[config.mk]
export PLATFORM = sky130hd
export DESIGN_NAME = pc_sequencer_flat
export DESIGN_NICKNAME = d
export VERILOG_FILES = /design/src/rtl/pc_sequencer_if.sv /design/src/rtl/pc_sequencer.sv /design/src/flat_wrapper.sv
export SDC_FILE = /design/constraint.sdc
export NUM_CORES = 1
export LEC_CHECK = 0
export ABC_AREA = 1
export CAP_MARGIN = 15
export CELL_PAD_IN_SITES_DETAIL_PLACEMENT = 1
export CELL_PAD_IN_SITES_GLOBAL_PLACEMENT = 1
export CORE_MARGIN = 2
export CORE_UTILIZATION = 39
export DETAILED_ROUTE_END_ITERATION = 7
export HOLD_SLACK_MARGIN = 0.12
export PLACE_DENSITY_LB_ADDON = 0.1
export SETUP_SLACK_MARGIN = 0.05
export SLEW_MARGIN = 20
export SYNTH_ARGS = -nofsm -noshare
export SYNTH_HDL_FRONTEND = slang
export SYNTH_SLANG_ARGS = --single-unit
[constraint.sdc]
create_clock -name clk -period 5.3 [get_ports clk]
set_input_delay 0.53 -clock clk [delete_from_list [all_inputs] [get_ports clk]]
set_output_delay 0.53 -clock clk [all_outputs]
set_load 0.05 [all_outputs]
[src/rtl/pc_sequencer_if.sv]
// pc_sequencer_if: control inputs and PC/status outputs of the PC sequencer.
interface pc_sequencer_if #(
   parameter int XLEN  = 32,
   parameter int CNT_W = 16
);
   logic             i_stall;
   logic             i_ctrl_valid;
   logic             i_is_branch;
   logic             i_is_jal;
   logic             i_is_jalr;
   logic [2:0]       i_funct3;
   logic [XLEN-1:0]  i_rs1_val;
   logic [XLEN-1:0]  i_rs2_val;
   logic [XLEN-1:0]  i_immediate;
   logic             i_trap;
   logic [XLEN-1:0]  o_pc;
   logic [XLEN-1:0]  o_pc_plus4;
   logic             o_pc_valid;
   logic             o_fault;
   logic [CNT_W-1:0] o_taken_cnt;
   logic [CNT_W-1:0] o_retire_cnt;
   modport master (
      output i_stall, i_ctrl_valid, i_is_branch, i_is_jal, i_is_jalr, i_funct3,
             i_rs1_val, i_rs2_val, i_immediate, i_trap,
      input  o_pc, o_pc_plus4, o_pc_valid, o_fault, o_taken_cnt, o_retire_cnt
   );
   modport slave (
      input  i_stall, i_ctrl_valid, i_is_branch, i_is_jal, i_is_jalr, i_funct3,
             i_rs1_val, i_rs2_val, i_immediate, i_trap,
      output o_pc, o_pc_plus4, o_pc_valid, o_fault, o_taken_cnt, o_retire_cnt
   );
endinterface

[src/rtl/pc_sequencer.sv]
// pc_sequencer: BOOT/RUN/HALT program-counter sequencer with branch resolution,
// misaligned-target fault, trap redirect and taken/retire event counters.
module pc_sequencer #(
   parameter int              XLEN         = 32,
   parameter logic [XLEN-1:0] RESET_VECTOR = 32'h0000_0000,
   parameter logic [XLEN-1:0] TRAP_VECTOR  = 32'h0000_0100,
   parameter int              CNT_W        = 16
) (
   input logic           clk,
   input logic           reset,
   pc_sequencer_if.slave bus
);
   typedef enum logic [1:0] {BOOT, RUN, HALT} state_t;
   localparam logic [XLEN-1:0] FOUR = XLEN'(4);
   state_t           r_state, w_state_nx;
   logic [XLEN-1:0]  r_pc, w_pc_nx;
   logic             r_fault, w_fault_nx;
   logic [CNT_W-1:0] r_taken, w_taken_nx, r_retire, w_retire_nx;
   logic [XLEN-1:0]  w_pc_plus4, w_jalr_sum, w_target;
   logic             w_eq, w_lt_s, w_lt_u, w_cond, w_jump;
   assign w_pc_plus4 = r_pc + FOUR;
   assign w_eq       = bus.i_rs1_val == bus.i_rs2_val;
   assign w_lt_s     = $signed(bus.i_rs1_val) < $signed(bus.i_rs2_val);
   assign w_lt_u     = bus.i_rs1_val < bus.i_rs2_val;
   assign w_cond     = bus.i_funct3 == 3'b000 ? w_eq :
                       bus.i_funct3 == 3'b001 ? !w_eq :
                       bus.i_funct3 == 3'b100 ? w_lt_s :
                       bus.i_funct3 == 3'b101 ? !w_lt_s :
                       bus.i_funct3 == 3'b110 ? w_lt_u :
                       bus.i_funct3 == 3'b111 ? !w_lt_u : 1'b0;
   assign w_jump     = bus.i_is_jalr || bus.i_is_jal || (bus.i_is_branch && w_cond);
   assign w_jalr_sum = bus.i_rs1_val + bus.i_immediate;
   // jalr outranks jal/branch, which share the pc-relative target
   assign w_target   = bus.i_is_jalr ? {w_jalr_sum[XLEN-1:1], 1'b0} : r_pc + bus.i_immediate;
   always_comb begin
      w_state_nx  = r_state;
      w_pc_nx     = r_pc;
      w_fault_nx  = r_fault;
      w_taken_nx  = r_taken;
      w_retire_nx = r_retire;
      if (!bus.i_stall) begin
         if (r_state == BOOT) begin
            w_state_nx = RUN;
         end else if (bus.i_trap) begin
            w_state_nx = RUN;
            w_pc_nx    = TRAP_VECTOR;
            w_fault_nx = 1'b0;
         end else if (r_state == RUN && bus.i_ctrl_valid) begin
            if (w_jump && w_target[1]) begin
               w_state_nx = HALT;
               w_fault_nx = 1'b1;
            end else begin
               w_pc_nx     = w_jump ? w_target : w_pc_plus4;
               w_retire_nx = r_retire + 1'b1;
               w_taken_nx  = r_taken + CNT_W'(w_jump);
            end
         end
      end
   end
   always_ff @(posedge clk or posedge reset) begin
      if (reset) begin
         r_state  <= BOOT;
         r_pc     <= RESET_VECTOR;
         r_fault  <= 1'b0;
         r_taken  <= '0;
         r_retire <= '0;
      end else begin
         r_state  <= w_state_nx;
         r_pc     <= w_pc_nx;
         r_fault  <= w_fault_nx;
         r_taken  <= w_taken_nx;
         r_retire <= w_retire_nx;
      end
   end
   assign bus.o_pc         = r_pc;
   assign bus.o_pc_plus4   = w_pc_plus4;
   assign bus.o_pc_valid   = r_state == RUN;
   assign bus.o_fault      = r_fault;
   assign bus.o_taken_cnt  = r_taken;
   assign bus.o_retire_cnt = r_retire;
endmodule

[src/flat_wrapper.sv]
// flat-port wrapper written by rule: the top's interface ports become plain ports
module pc_sequencer_flat 
#(
   parameter int              XLEN         = 32,
   parameter logic [XLEN-1:0] RESET_VECTOR = 32'h0000_0000,
   parameter logic [XLEN-1:0] TRAP_VECTOR  = 32'h0000_0100,
   parameter int              CNT_W        = 16
)
  (clk, reset, bus_i_stall, bus_i_ctrl_valid, bus_i_is_branch, bus_i_is_jal, bus_i_is_jalr, bus_i_funct3, bus_i_rs1_val, bus_i_rs2_val, bus_i_immediate, bus_i_trap, bus_o_pc, bus_o_pc_plus4, bus_o_pc_valid, bus_o_fault, bus_o_taken_cnt, bus_o_retire_cnt);
  pc_sequencer_if #(.XLEN(XLEN), .CNT_W(CNT_W)) bus_i ();
  input logic clk;
  input logic reset;
  input wire logic [$bits(bus_i.i_stall)-1:0] bus_i_stall;
  input wire logic [$bits(bus_i.i_ctrl_valid)-1:0] bus_i_ctrl_valid;
  input wire logic [$bits(bus_i.i_is_branch)-1:0] bus_i_is_branch;
  input wire logic [$bits(bus_i.i_is_jal)-1:0] bus_i_is_jal;
  input wire logic [$bits(bus_i.i_is_jalr)-1:0] bus_i_is_jalr;
  input wire logic [$bits(bus_i.i_funct3)-1:0] bus_i_funct3;
  input wire logic [$bits(bus_i.i_rs1_val)-1:0] bus_i_rs1_val;
  input wire logic [$bits(bus_i.i_rs2_val)-1:0] bus_i_rs2_val;
  input wire logic [$bits(bus_i.i_immediate)-1:0] bus_i_immediate;
  input wire logic [$bits(bus_i.i_trap)-1:0] bus_i_trap;
  output wire logic [$bits(bus_i.o_pc)-1:0] bus_o_pc;
  output wire logic [$bits(bus_i.o_pc_plus4)-1:0] bus_o_pc_plus4;
  output wire logic [$bits(bus_i.o_pc_valid)-1:0] bus_o_pc_valid;
  output wire logic [$bits(bus_i.o_fault)-1:0] bus_o_fault;
  output wire logic [$bits(bus_i.o_taken_cnt)-1:0] bus_o_taken_cnt;
  output wire logic [$bits(bus_i.o_retire_cnt)-1:0] bus_o_retire_cnt;
  assign bus_i.i_stall = bus_i_stall;
  assign bus_i.i_ctrl_valid = bus_i_ctrl_valid;
  assign bus_i.i_is_branch = bus_i_is_branch;
  assign bus_i.i_is_jal = bus_i_is_jal;
  assign bus_i.i_is_jalr = bus_i_is_jalr;
  assign bus_i.i_funct3 = bus_i_funct3;
  assign bus_i.i_rs1_val = bus_i_rs1_val;
  assign bus_i.i_rs2_val = bus_i_rs2_val;
  assign bus_i.i_immediate = bus_i_immediate;
  assign bus_i.i_trap = bus_i_trap;
  assign bus_o_pc = bus_i.o_pc;
  assign bus_o_pc_plus4 = bus_i.o_pc_plus4;
  assign bus_o_pc_valid = bus_i.o_pc_valid;
  assign bus_o_fault = bus_i.o_fault;
  assign bus_o_taken_cnt = bus_i.o_taken_cnt;
  assign bus_o_retire_cnt = bus_i.o_retire_cnt;
  pc_sequencer #(.XLEN(XLEN), .RESET_VECTOR(RESET_VECTOR), .TRAP_VECTOR(TRAP_VECTOR), .CNT_W(CNT_W)) u_core (.clk(clk), .reset(reset), .bus(bus_i));
endmodule
==> flow_summary.ini <==
[status]
status = finished clean

[sta]
slew-limit-headroom = 0.460
max_freq_mhz = 250
tns_ns = 0
hold_violations = 0
skew_ns = 0.00517
finalSetupViolations = 0
hold_slack_ns = 0.514
worst_pin_slew_ns = 0.807
maxSlewViolCount = 0
rsz0062_at_grt = no
final.min_clock_period_ns = 4.00
period_share = 0.755

[cells_and_area]
area_growth_pct = 27.2
layout_commonest_cell = nand2_1
multi_input_comb_area_sq_um = 6790
regArea_sq_um = 1680
nFillCells = 3347
final_cell_mix = 484 x nand2_1, 218 x inv_1, 204 x clkdlybuf4s50_1, 148 x nand3_1, 130 x nor2_1
layout.nets = 1979
drive_above_1_share = 0.0236
diodes = 0

[power]
leakage_uw = 0.00606
vdd_drop_max_v = 0.000206
powerDensity_nw_per_um2 = 334

[detailed_routing]
vias = 11400
drtIter0Drc = 731
wl_per_cell_um = 18.2
drt-total-wl_um = 38300
drcViolationCount = 0
drtPass1Iterations = 5
ant_nets = 0
routed_via_density = 5.42

[grt]
overflow = 0
grt_pass1_wl_um = 60400
first_global_vias = 11640
grt_max_degree = 48
antenna_found_initial = 0
grt_usage = 0.294

[yosys]
syn_inst = 1582
synth_edf_count = 0
ys_seq_elements = 67
async_flop_share = 1.00
synth.area.top_cells = nand2_1 19%, dfrtp_1 18%, ha_1 13%, inv_1 8.7%, nand3_1 7.8%
yosys.area.top_type_share = 0.191
syn-cell-area_sq_um = 9500
syn_nets = 1788
yosysSeqAreaShare = 0.177
syn_area_per_cell_sq_um = 6.00
synth_top_area_cell = nand2_1
ys.warnings.count = 0
yosysUniqueCellTypes = 44
synth_top_flop_cell = dfrtp_1

[floorplanning]
ios = 205
fp.dieArea_sq_um = 25600
die_h_um = 160
die_w_um = 160
core_sq_um = 24100
start_util = 0.394
rows = 57

[placed_design]
gp_congestion = 0.958
io_buffers = 204
dpl.hpwl_um = 31900

[worst_setup_path]
cp-start-kind = register
critical_path.max_fanout = 7
path_class = register to output pin
cp-end-kind = output pin
worst_ep_required_time_ns = 4.77
arrival_ns = 3.47

[clocking]
numCtsBuffers = 9
cts_hold_buf = 0
root_buffer = clkbuf_16
clk_pin_slew_worst_paths_ns = 0.06
cts_tree = built
clock_path_buffers = 2
cts_resized = 0
htreeDepth = 3
insertion_delay_ns = 0.33
numClockSinks = 67
post_cts_buffers = 0

[hold_path]
hold_class = register to register

[flow_run]
maxCapViolations = 0
-- through the flow --
| stage | instances | power (uW) | utilization | setup slack, ns | area (sq um) |
|---|---|---|---|---|---|
| after global routing | 2102 | 4300 | 0.501 | 1.03 | 12100 |
| after detailed placement | 2086 | 3410 | 0.489 | 0.996 | 11800 |
| after CTS | 2102 | 4040 | 0.501 | 1.28 | 12100 |
| after floorplan | 1582 | 2520 | - | 2.18 | 9500 |
| final | 2102 | 4040 | 0.501 | 1.30 | 12100 |
| after global placement | 2086 | 3360 | 0.489 | 1.17 | 11800 |
-- cell usage after synthesis, types with 8 or more instances --
master / instances
a21o_1: 8
a21oi_1: 112
buf_2: 9
buf_6: 8
dfrtp_1: 67
ha_1: 97
inv_1: 219
nand2_1: 484
nand3_1: 148
nand4_1: 21
nor2_1: 131
nor3_1: 24
nor4_1: 13
o21ai_0: 85
o21ai_1: 19
o21bai_1: 9
xnor2_1: 30
xor2_1: 39
-- cells by family after synthesis --
kind of cell,Yosys count,synth area share
AOI/OAI and AO/OA,251,0.142
buffers and inverters,250,0.109
DFF,67,0.177
adders and majority gates,99,0.132
xor gates and xnor gates,69,0.0636
and+or+nand+nor,846,0.378
-- cell type report --
cell class | instances | share of cell area
Multi-Input combinational cell | 1265 | 0.562
Timing Repair Buffer | 209 | 0.172
Sequential cell | 67 | 0.139
Inverter | 221 | 0.0689
Tap cell | 324 | 0.0336
Clock buffer | 12 | 0.0204
Clock inverter | 4 | 0.00414
-- worst max-delay path, stage by stage, from the launching register on --
cell and delay, ns:
dfrtp_1 0.50, ha_1 0.34, nand3_2 0.17, nor3_2 0.22, nand3_1 0.17, nor2_2 0.21, nand2_1 0.15, nor3_2 0.25
nand2_1 0.10, xor2_1 0.16, inv_1 0.07, clkdlybuf4s50_1 0.79
-- sequential cells by signal (all words and copies together) (netlist names) --
name	count
u_core.bus.o_fault	1
u_core.bus.o_pc	32
u_core.bus.o_retire_cnt	16
u_core.bus.o_taken_cnt	16
u_core.r_state	2
-- routing by layer --
layer	GRT usage	vias up	part of all wire	wire length, um
li1	-	5550	-	-
met1	0.378	5543	0.45	17300
met2	0.530	258	0.49	18900
met3	0.0177	49	0.033	1270
met4	0.0852	0	0.023	884
met5	0	-	0	0
-- worst paths after layout --
path	start	to	slack [ns]	cells after the start
max	u_core.bus.o_pc[2]	bus_o_pc_plus4[26]	1.30	11
min	u_core.bus.o_fault	u_core.bus.o_fault	0.51	2
max reg2reg	u_core.bus.o_pc[0]	u_core.bus.o_pc[16]	2.31	16
min reg2reg	u_core.bus.o_fault	u_core.bus.o_fault	0.51	2
max in group asynchronous	reset	u_core.r_state[1]	3.69	3
min in group asynchronous	reset	u_core.bus.o_retire_cnt[1]	0.61	2
-- where the power goes --
group | switching [uW] | total, uW | internal (uW)
registers | 224 | 850 | 626
clock network | 232 | 609 | 377
logic | 1730 | 2580 | 853
(Power assumes the default switching activity.)
